$ cat src/rtl/mac_vlg_pkg.sv
// Shared constants, state encoding and the byte-wide CRC32 step for the
// receive framer and its CRC engine.
package mac_vlg_pkg;

  localparam logic [7:0]  PREAMBLE_BYTE = 8'h55;
  localparam logic [7:0]  SFD_BYTE      = 8'hD5;

  localparam logic [31:0] CRC_POLY      = 32'hEDB88320;
  localparam logic [31:0] CRC_INIT      = 32'hFFFFFFFF;
  localparam logic [31:0] CRC_RESIDUE   = 32'hDEBB20E3;

  // The last four bytes after SFD are the FCS, so payload lags input by this much.
  localparam int          DLY_DEPTH     = 4;

  typedef enum logic [2:0] {
    IDLE,
    PRE,
    PAYLOAD,
    FLUSH,
    DROP
  } rx_fsm_t;

  // Reflected CRC32: fold the whole byte in, then shift out eight bits LSB first.
  function automatic logic [31:0] crc32_byte(input logic [31:0] crc,
                                             input logic [7:0]  dat);
    logic [31:0] c;
    c = crc ^ {24'h0, dat};
    for (int i = 0; i < 8; i++) begin
      c = c[0] ? ((c >> 1) ^ CRC_POLY) : (c >> 1);
    end
    return c;
  endfunction

endpackage

$ cat src/rtl/eth_vlg_crc32.sv
// Byte-wide CRC32 register; init has priority over en. Shared with the TX path.
module eth_vlg_crc32
  import mac_vlg_pkg::*;
(
  input  logic        clk,
  input  logic        rst,
  input  logic        init,
  input  logic        en,
  input  logic [7:0]  dat,
  output logic [31:0] crc
);

  logic [31:0] crc_q;
  logic [31:0] crc_d;

  always_comb begin
    crc_d = crc_q;
    if (init) begin
      crc_d = CRC_INIT;
    end else if (en) begin
      crc_d = crc32_byte(crc_q, dat);
    end
  end

  // NOTE: state is assigned with <= so every flop samples the pre-edge values of its peers.
  always_ff @(posedge clk) begin
    if (!rst) begin
      crc_q <= CRC_INIT;
    end else begin
      crc_q <= crc_d;
    end
  end

  assign crc = crc_q;

endmodule

$ cat src/rtl/mac_vlg_rx_framer.sv
// Receive framer: finds preamble/SFD, strips preamble, SFD and FCS, checks CRC32,
// and streams payload with sof/eof and per-frame status plus good/bad counters.
module mac_vlg_rx_framer
  import mac_vlg_pkg::*;
#(
  parameter int PREAMBLE_MIN = 5,
  parameter int MIN_LEN      = 60,
  parameter int MAX_LEN      = 1514,
  parameter int CNT_W        = 16
) (
  input  logic             clk,
  input  logic             rst,
  input  logic [7:0]       in_dat,
  input  logic             in_val,
  input  logic             in_err,
  output logic [7:0]       out_dat,
  output logic             out_val,
  output logic             out_sof,
  output logic             out_eof,
  output logic             out_fcs_ok,
  output logic             out_err,
  output logic [CNT_W-1:0] cnt_good,
  output logic [CNT_W-1:0] cnt_bad
);

  // len counts every byte after SFD, FCS included, and saturates one past giant.
  localparam int               LEN_W     = $clog2(MAX_LEN + 6);
  localparam logic [LEN_W-1:0] LEN_SAT   = LEN_W'(MAX_LEN + 5);
  localparam logic [LEN_W-1:0] RUNT_LIM  = LEN_W'(MIN_LEN + DLY_DEPTH);
  localparam logic [LEN_W-1:0] GIANT_LIM = LEN_W'(MAX_LEN + DLY_DEPTH);
  localparam logic [2:0]       PRE_MIN   = 3'(PREAMBLE_MIN);
  localparam logic [2:0]       DLY_FULL  = 3'(DLY_DEPTH);

  rx_fsm_t          state_q,      state_d;
  logic [2:0]       pcnt_q,       pcnt_d;
  logic [LEN_W-1:0] len_q,        len_d;
  logic             err_q,        err_d;
  logic [3:0][7:0]  dly_q,        dly_d;
  logic [2:0]       dly_cnt_q,    dly_cnt_d;
  logic [7:0]       hold_dat_q,   hold_dat_d;
  logic             hold_val_q,   hold_val_d;
  logic             hold_sof_q,   hold_sof_d;
  logic [7:0]       out_dat_q,    out_dat_d;
  logic             out_val_q,    out_val_d;
  logic             out_sof_q,    out_sof_d;
  logic             out_eof_q,    out_eof_d;
  logic             out_fcs_ok_q, out_fcs_ok_d;
  logic             out_err_q,    out_err_d;
  logic [CNT_W-1:0] cnt_good_q,   cnt_good_d;
  logic [CNT_W-1:0] cnt_bad_q,    cnt_bad_d;

  logic        crc_init;
  logic        crc_en;
  logic [31:0] crc;
  logic        fcs_ok;
  logic        runt;
  logic        giant;
  logic        good_inc;
  logic        bad_inc;

  eth_vlg_crc32 u_crc (
    .clk  (clk),
    .rst  (rst),
    .init (crc_init),
    .en   (crc_en),
    .dat  (in_dat),
    .crc  (crc)
  );

  assign fcs_ok = (crc == CRC_RESIDUE);
  assign runt   = (len_q < RUNT_LIM);
  assign giant  = (len_q > GIANT_LIM);

  always_comb begin
    // NOTE: every signal gets a default up front so no path leaves one unassigned (no latches).
    state_d      = state_q;
    pcnt_d       = pcnt_q;
    len_d        = len_q;
    err_d        = err_q;
    dly_d        = dly_q;
    dly_cnt_d    = dly_cnt_q;
    hold_dat_d   = hold_dat_q;
    hold_val_d   = hold_val_q;
    hold_sof_d   = hold_sof_q;
    out_dat_d    = out_dat_q;
    out_val_d    = 1'b0;
    out_sof_d    = 1'b0;
    out_eof_d    = 1'b0;
    out_fcs_ok_d = 1'b0;
    out_err_d    = 1'b0;
    crc_init     = 1'b0;
    crc_en       = 1'b0;
    good_inc     = 1'b0;
    bad_inc      = 1'b0;

    case (state_q)
      // FLUSH already emitted its byte on entry, so it can take a new frame like IDLE.
      IDLE, FLUSH: begin
        state_d = IDLE;
        if (in_val) begin
          if (in_dat == PREAMBLE_BYTE) begin
            state_d = PRE;
            pcnt_d  = 3'd1;
          end else begin
            state_d = DROP;
            bad_inc = 1'b1;
          end
        end
      end

      PRE: begin
        if (!in_val) begin
          state_d = IDLE;
        end else if (in_dat == PREAMBLE_BYTE) begin
          if (pcnt_q != 3'd7) pcnt_d = pcnt_q + 3'd1;
        end else if (in_dat == SFD_BYTE && pcnt_q >= PRE_MIN) begin
          state_d    = PAYLOAD;
          crc_init   = 1'b1;
          len_d      = '0;
          err_d      = 1'b0;
          dly_cnt_d  = '0;
          hold_val_d = 1'b0;
          hold_sof_d = 1'b0;
        end else begin
          state_d = DROP;
          bad_inc = 1'b1;
        end
      end

      PAYLOAD: begin
        if (in_val) begin
          crc_en = 1'b1;
          dly_d  = {dly_q[2:0], in_dat};
          if (in_err) err_d = 1'b1;
          if (len_q != LEN_SAT) len_d = len_q + LEN_W'(1);
          if (dly_cnt_q == DLY_FULL) begin
            // A byte leaving the delay line proves the held byte is not the last one.
            hold_dat_d = dly_q[3];
            hold_val_d = 1'b1;
            hold_sof_d = !hold_val_q;
            if (hold_val_q) begin
              out_val_d = 1'b1;
              out_dat_d = hold_dat_q;
              out_sof_d = hold_sof_q;
            end
          end else begin
            dly_cnt_d = dly_cnt_q + 3'd1;
          end
        end else begin
          state_d    = FLUSH;
          dly_cnt_d  = '0;
          hold_val_d = 1'b0;
          if (hold_val_q) begin
            out_val_d    = 1'b1;
            out_dat_d    = hold_dat_q;
            out_sof_d    = hold_sof_q;
            out_eof_d    = 1'b1;
            out_fcs_ok_d = fcs_ok;
            out_err_d    = !fcs_ok || runt || giant || err_q;
            good_inc     = !out_err_d;
            bad_inc      = out_err_d;
          end else begin
            bad_inc = 1'b1;
          end
        end
      end

      DROP: begin
        if (!in_val) state_d = IDLE;
      end

      default: state_d = IDLE;
    endcase

    cnt_good_d = cnt_good_q;
    cnt_bad_d  = cnt_bad_q;
    if (good_inc && cnt_good_q != '1) cnt_good_d = cnt_good_q + CNT_W'(1);
    if (bad_inc && cnt_bad_q != '1)   cnt_bad_d  = cnt_bad_q + CNT_W'(1);
  end

  always_ff @(posedge clk) begin
    if (!rst) begin
      state_q      <= IDLE;
      pcnt_q       <= '0;
      len_q        <= '0;
      err_q        <= 1'b0;
      // NOTE: the delay line is only four bytes, so it is reset with everything else.
      dly_q        <= '0;
      dly_cnt_q    <= '0;
      hold_dat_q   <= '0;
      hold_val_q   <= 1'b0;
      hold_sof_q   <= 1'b0;
      out_dat_q    <= '0;
      out_val_q    <= 1'b0;
      out_sof_q    <= 1'b0;
      out_eof_q    <= 1'b0;
      out_fcs_ok_q <= 1'b0;
      out_err_q    <= 1'b0;
      cnt_good_q   <= '0;
      cnt_bad_q    <= '0;
    end else begin
      state_q      <= state_d;
      pcnt_q       <= pcnt_d;
      len_q        <= len_d;
      err_q        <= err_d;
      dly_q        <= dly_d;
      dly_cnt_q    <= dly_cnt_d;
      hold_dat_q   <= hold_dat_d;
      hold_val_q   <= hold_val_d;
      hold_sof_q   <= hold_sof_d;
      out_dat_q    <= out_dat_d;
      out_val_q    <= out_val_d;
      out_sof_q    <= out_sof_d;
      out_eof_q    <= out_eof_d;
      out_fcs_ok_q <= out_fcs_ok_d;
      out_err_q    <= out_err_d;
      cnt_good_q   <= cnt_good_d;
      cnt_bad_q    <= cnt_bad_d;
    end
  end

  assign out_dat    = out_dat_q;
  assign out_val    = out_val_q;
  assign out_sof    = out_sof_q;
  assign out_eof    = out_eof_q;
  assign out_fcs_ok = out_fcs_ok_q;
  assign out_err    = out_err_q;
  assign cnt_good   = cnt_good_q;
  assign cnt_bad    = cnt_bad_q;

endmodule

$ cat config.mk
export PLATFORM = sky130hd
export DESIGN_NAME = mac_vlg_rx_framer
export DESIGN_NICKNAME = d
export VERILOG_FILES = /design/src/rtl/mac_vlg_pkg.sv /design/src/rtl/eth_vlg_crc32.sv /design/src/rtl/mac_vlg_rx_framer.sv
export SDC_FILE = /design/constraint.sdc
export NUM_CORES = 1
export LEC_CHECK = 0
export BUFFER_PORTS_ARGS = -buffer_cell sky130_fd_sc_hd__buf_2
export CAP_MARGIN = 20
export CORE_ASPECT_RATIO = 1.5
export CORE_MARGIN = 10
export CORE_UTILIZATION = 25
export DETAILED_ROUTE_END_ITERATION = 8
export PLACE_DENSITY = 0.47
export SETUP_SLACK_MARGIN = 0.15
export SLEW_MARGIN = 10
export SYNTH_ARGS = -nofsm -noshare
export SYNTH_HDL_FRONTEND = slang
export SYNTH_SLANG_ARGS = --single-unit
$ cat constraint.sdc
create_clock -name clk -period 2.7 [get_ports clk]
set_clock_uncertainty 0.05 [all_clocks]
set_input_delay 0.27 -clock clk [delete_from_list [all_inputs] [get_ports clk]]
set_output_delay 0.27 -clock clk [all_outputs]
set_load 0.03 [all_outputs]
==> out/metrics.yaml <==
outcome:
  status: "complete, no violations"
synth:
  ys_async_sr_fraction_pct: 0
  synth.avg_cell_area_sq_um: 8.54
  synth_nets: 771
  ys_seq_elements: 140
  synth_edf_count: 0
  syn_inst: 751
  syn-cell-area_sq_um: 6410
  ys_types: 55
  yosysSeqAreaShare_pct: 43.7
  dominantRegCellSynth: "dfxtp_1"
  synth_warnings: 0
power_and_ir_drop:
  vdd_drop_max_mv: 0.446
  powerDensity_nw_per_um2: 577
  total_leakage_power_uw: 0.00293
critical_path:
  cp_cell_sequence: "or4_4, nor4_4, nand4_2, or3_4, or4_1, a21oi_1"
  crit_path_max_incr_delay_ns: 0.55
  end_kind: "flop"
  cp.arrival_ns: 2.96
  critPathRequiredTime_ns: 3.01
  worstSetupStartpointType: "flop"
  r2r.worst_path.cells: 6
  worstPathMaxFanout: 6
  crit_slowest_cell: "or4_4"
  critical_path_class: "flop to flop"
global_route:
  grt_pass1_vias: 5265
  antenna_found_initial: 4
  grt_pass1_wl_um: 27300
  grt_start_max_net_pins: 97
  overflow: 0
  track_usage_pct: 10.2
finish:
  final_common_cell: "nand2_1"
  final_cell_mix: "nand2_1 (142), dfxtp_1 (138), a21oi_1 (80)"
  layout.nets: 846
  drive_gt1_share_pct: 18.7
  final_util_pct: 31.9
  fill_cells: 2700
  synthToLayoutAreaGrowth_pct: 25.0
  antenna_cells: 0
placement:
  io_buffer_count: 56
  place_hpwl_um: 11200
  place.gp.congestion: 0.759
floorplan:
  pin_count: 57
  core_area_sq_um: 25100
  die_w_um: 151
  die-area_sq_um: 32600
  floorplan.initialDensity_pct: 25.5
  dieHeight_um: 216
  row_count: 71
timing:
  hold_violations: 0
  max_freq_ghz: 0.377
  rsz0062_at_grt: "yes"
  worst_slew_pin_slew_ns: 0.778
  period_share_pct: 98.2
  final-setup-viol-count: 0
  final_max_slew_viol_count: 0
  max-slew-margin-rel_pct: 47.8
  holdWs_ns: 0.0744
  layout_min_cycle_time_ns: 2.65
worst_hold_path:
  hp-class: "primary input to flop"
  worstHoldPathCells: 3
route:
  drt_iter0_drc: 254
  drt_wl_total_um: 16800
  vias_per_cell: 4.76
  vias: 5556
  drc: 0
  drtPass1Iterations: 4
  antenna_left: 0
  wl_per_cell_um: 14.4
clocking:
  cts_sinks: 140
  cts-root-buf: "clkbuf_16"
  clock_latency_ns: 0.43
  clk_path_buf_depth: 2
  cts.clk_slew.worst_paths_ns: 0.07
  cts_hold_buf: 0
  cts_max_level: 4
  numCtsBuffers: 17
  cts_tree: "yes"
flow_run:
  cap_violations: 0
[sequential cells by signal, summed over array words and instances, names as in the netlist, 3 cells and up]
register / count
dly_q: 32
hold_dat_q: 8
dly_cnt_q: 3
u_crc.crc: 32
pcnt_q: 3
len_q: 11
state_q: 3
cnt_bad: 16
cnt_good: 16
out_dat: 8
[cell families (layout without fill, tap and decap cells)]
family	Yosys count	count (layout)	share of synthesized area [%]
fa+ha+maj	8	8	1.56
compound gates	166	166	15.6
buf+inv	52	137	3.18
simple gates	297	300	23.7
xor+xnor	82	82	11.3
mux	6	6	0.937
flops	140	140	43.7
[stage by stage]
step / setup WS [ns] / instance area, sq um / power [uW] / setup TNS [ns] / std cells
final: 0.0483 / 8010 / 4630 / 0 / 1167
after CTS: 0.0112 / 7790 / 4700 / 0 / 1157
after global routing: -0.0686 / 8010 / 4820 / -0.328 / 1167
after floorplan: 0.241 / 6410 / 2320 / 0 / 751
after global placement: 0.0724 / 7190 / 2420 / 0 / 1121
after detailed placement: 0.0331 / 7190 / 2420 / 0 / 1121
[worst max-delay path, delay by kind of cell, from the launching register on]
kind | cells | cell delay, ns
compound gates | 1 | 0.13
simple gates | 5 | 2.09
flops | 1 | 0.31
[report_power, final]
group / total (uW) / internal, uW / switching (uW) / leakage, uW
combinational: 316 / 130 / 186 / 0.00154
sequential: 2070 / 2070 / 5.10 / 0.00113
clock: 2240 / 1300 / 940 / 0.000260
[Yosys cell counts, types with 10 or more instances]
library cell | count | area, sq um
clkbuf_1 | 37 | 139
nand3_1 | 30 | 150
o211ai_1 | 32 | 240
a21oi_1 | 84 | 420
o31ai_1 | 14 | 105
xor2_1 | 25 | 219
nand2_1 | 143 | 537
nor2_1 | 22 | 82.6
inv_1 | 10 | 37.5
nor3_1 | 10 | 50.1
xnor2_1 | 56 | 490
dfxtp_1 | 140 | 2800
o21ai_0 | 14 | 70.1
nand4_1 | 11 | 68.8
or4_1 | 15 | 113
[per-layer routing]
metal	GRT usage (%)	share of wire, %	wire (um)	vias up
li1	-	-	-	2815
met1	12.1	42	7150	2598
met2	16.8	49	8330	107
met3	3.38	6.1	1030	28
met4	3.64	1.6	275	8
met5	0	0.24	40	-
[final cells by class]
cell class	count	area (sq um)	area share [%]
multi-input combinational	562	3550	44.3
tap	328	410	5.12
clock inverter	12	113	1.41
timing repair buffer	94	646	8.06
inverter	11	41.3	0.515
sequential	140	2810	35.0
clock buffer	20	447	5.57
[worst paths after layout]
check	from	endpoint	slack, ns
worst max-delay path	u_crc.crc[8]	cnt_good[15]	0.05
worst min-delay path	in_dat[3]	dly_q[3]	0.07
worst max register to register	u_crc.crc[8]	cnt_good[15]	0.05
worst min register to register	dly_q[28]	hold_dat_q[4]	0.40
[timing repair]
action | 4_1_cts | 5_1_grt
setup buffers | 2 | 7
pin swaps | 3 | 20
gates cloned | 2 | 3
hold endpoints to repair | 0 | 0
setup endpoints to repair | 20 | 29
resized for setup | 3 | 24
(Power assumes the default switching activity.)
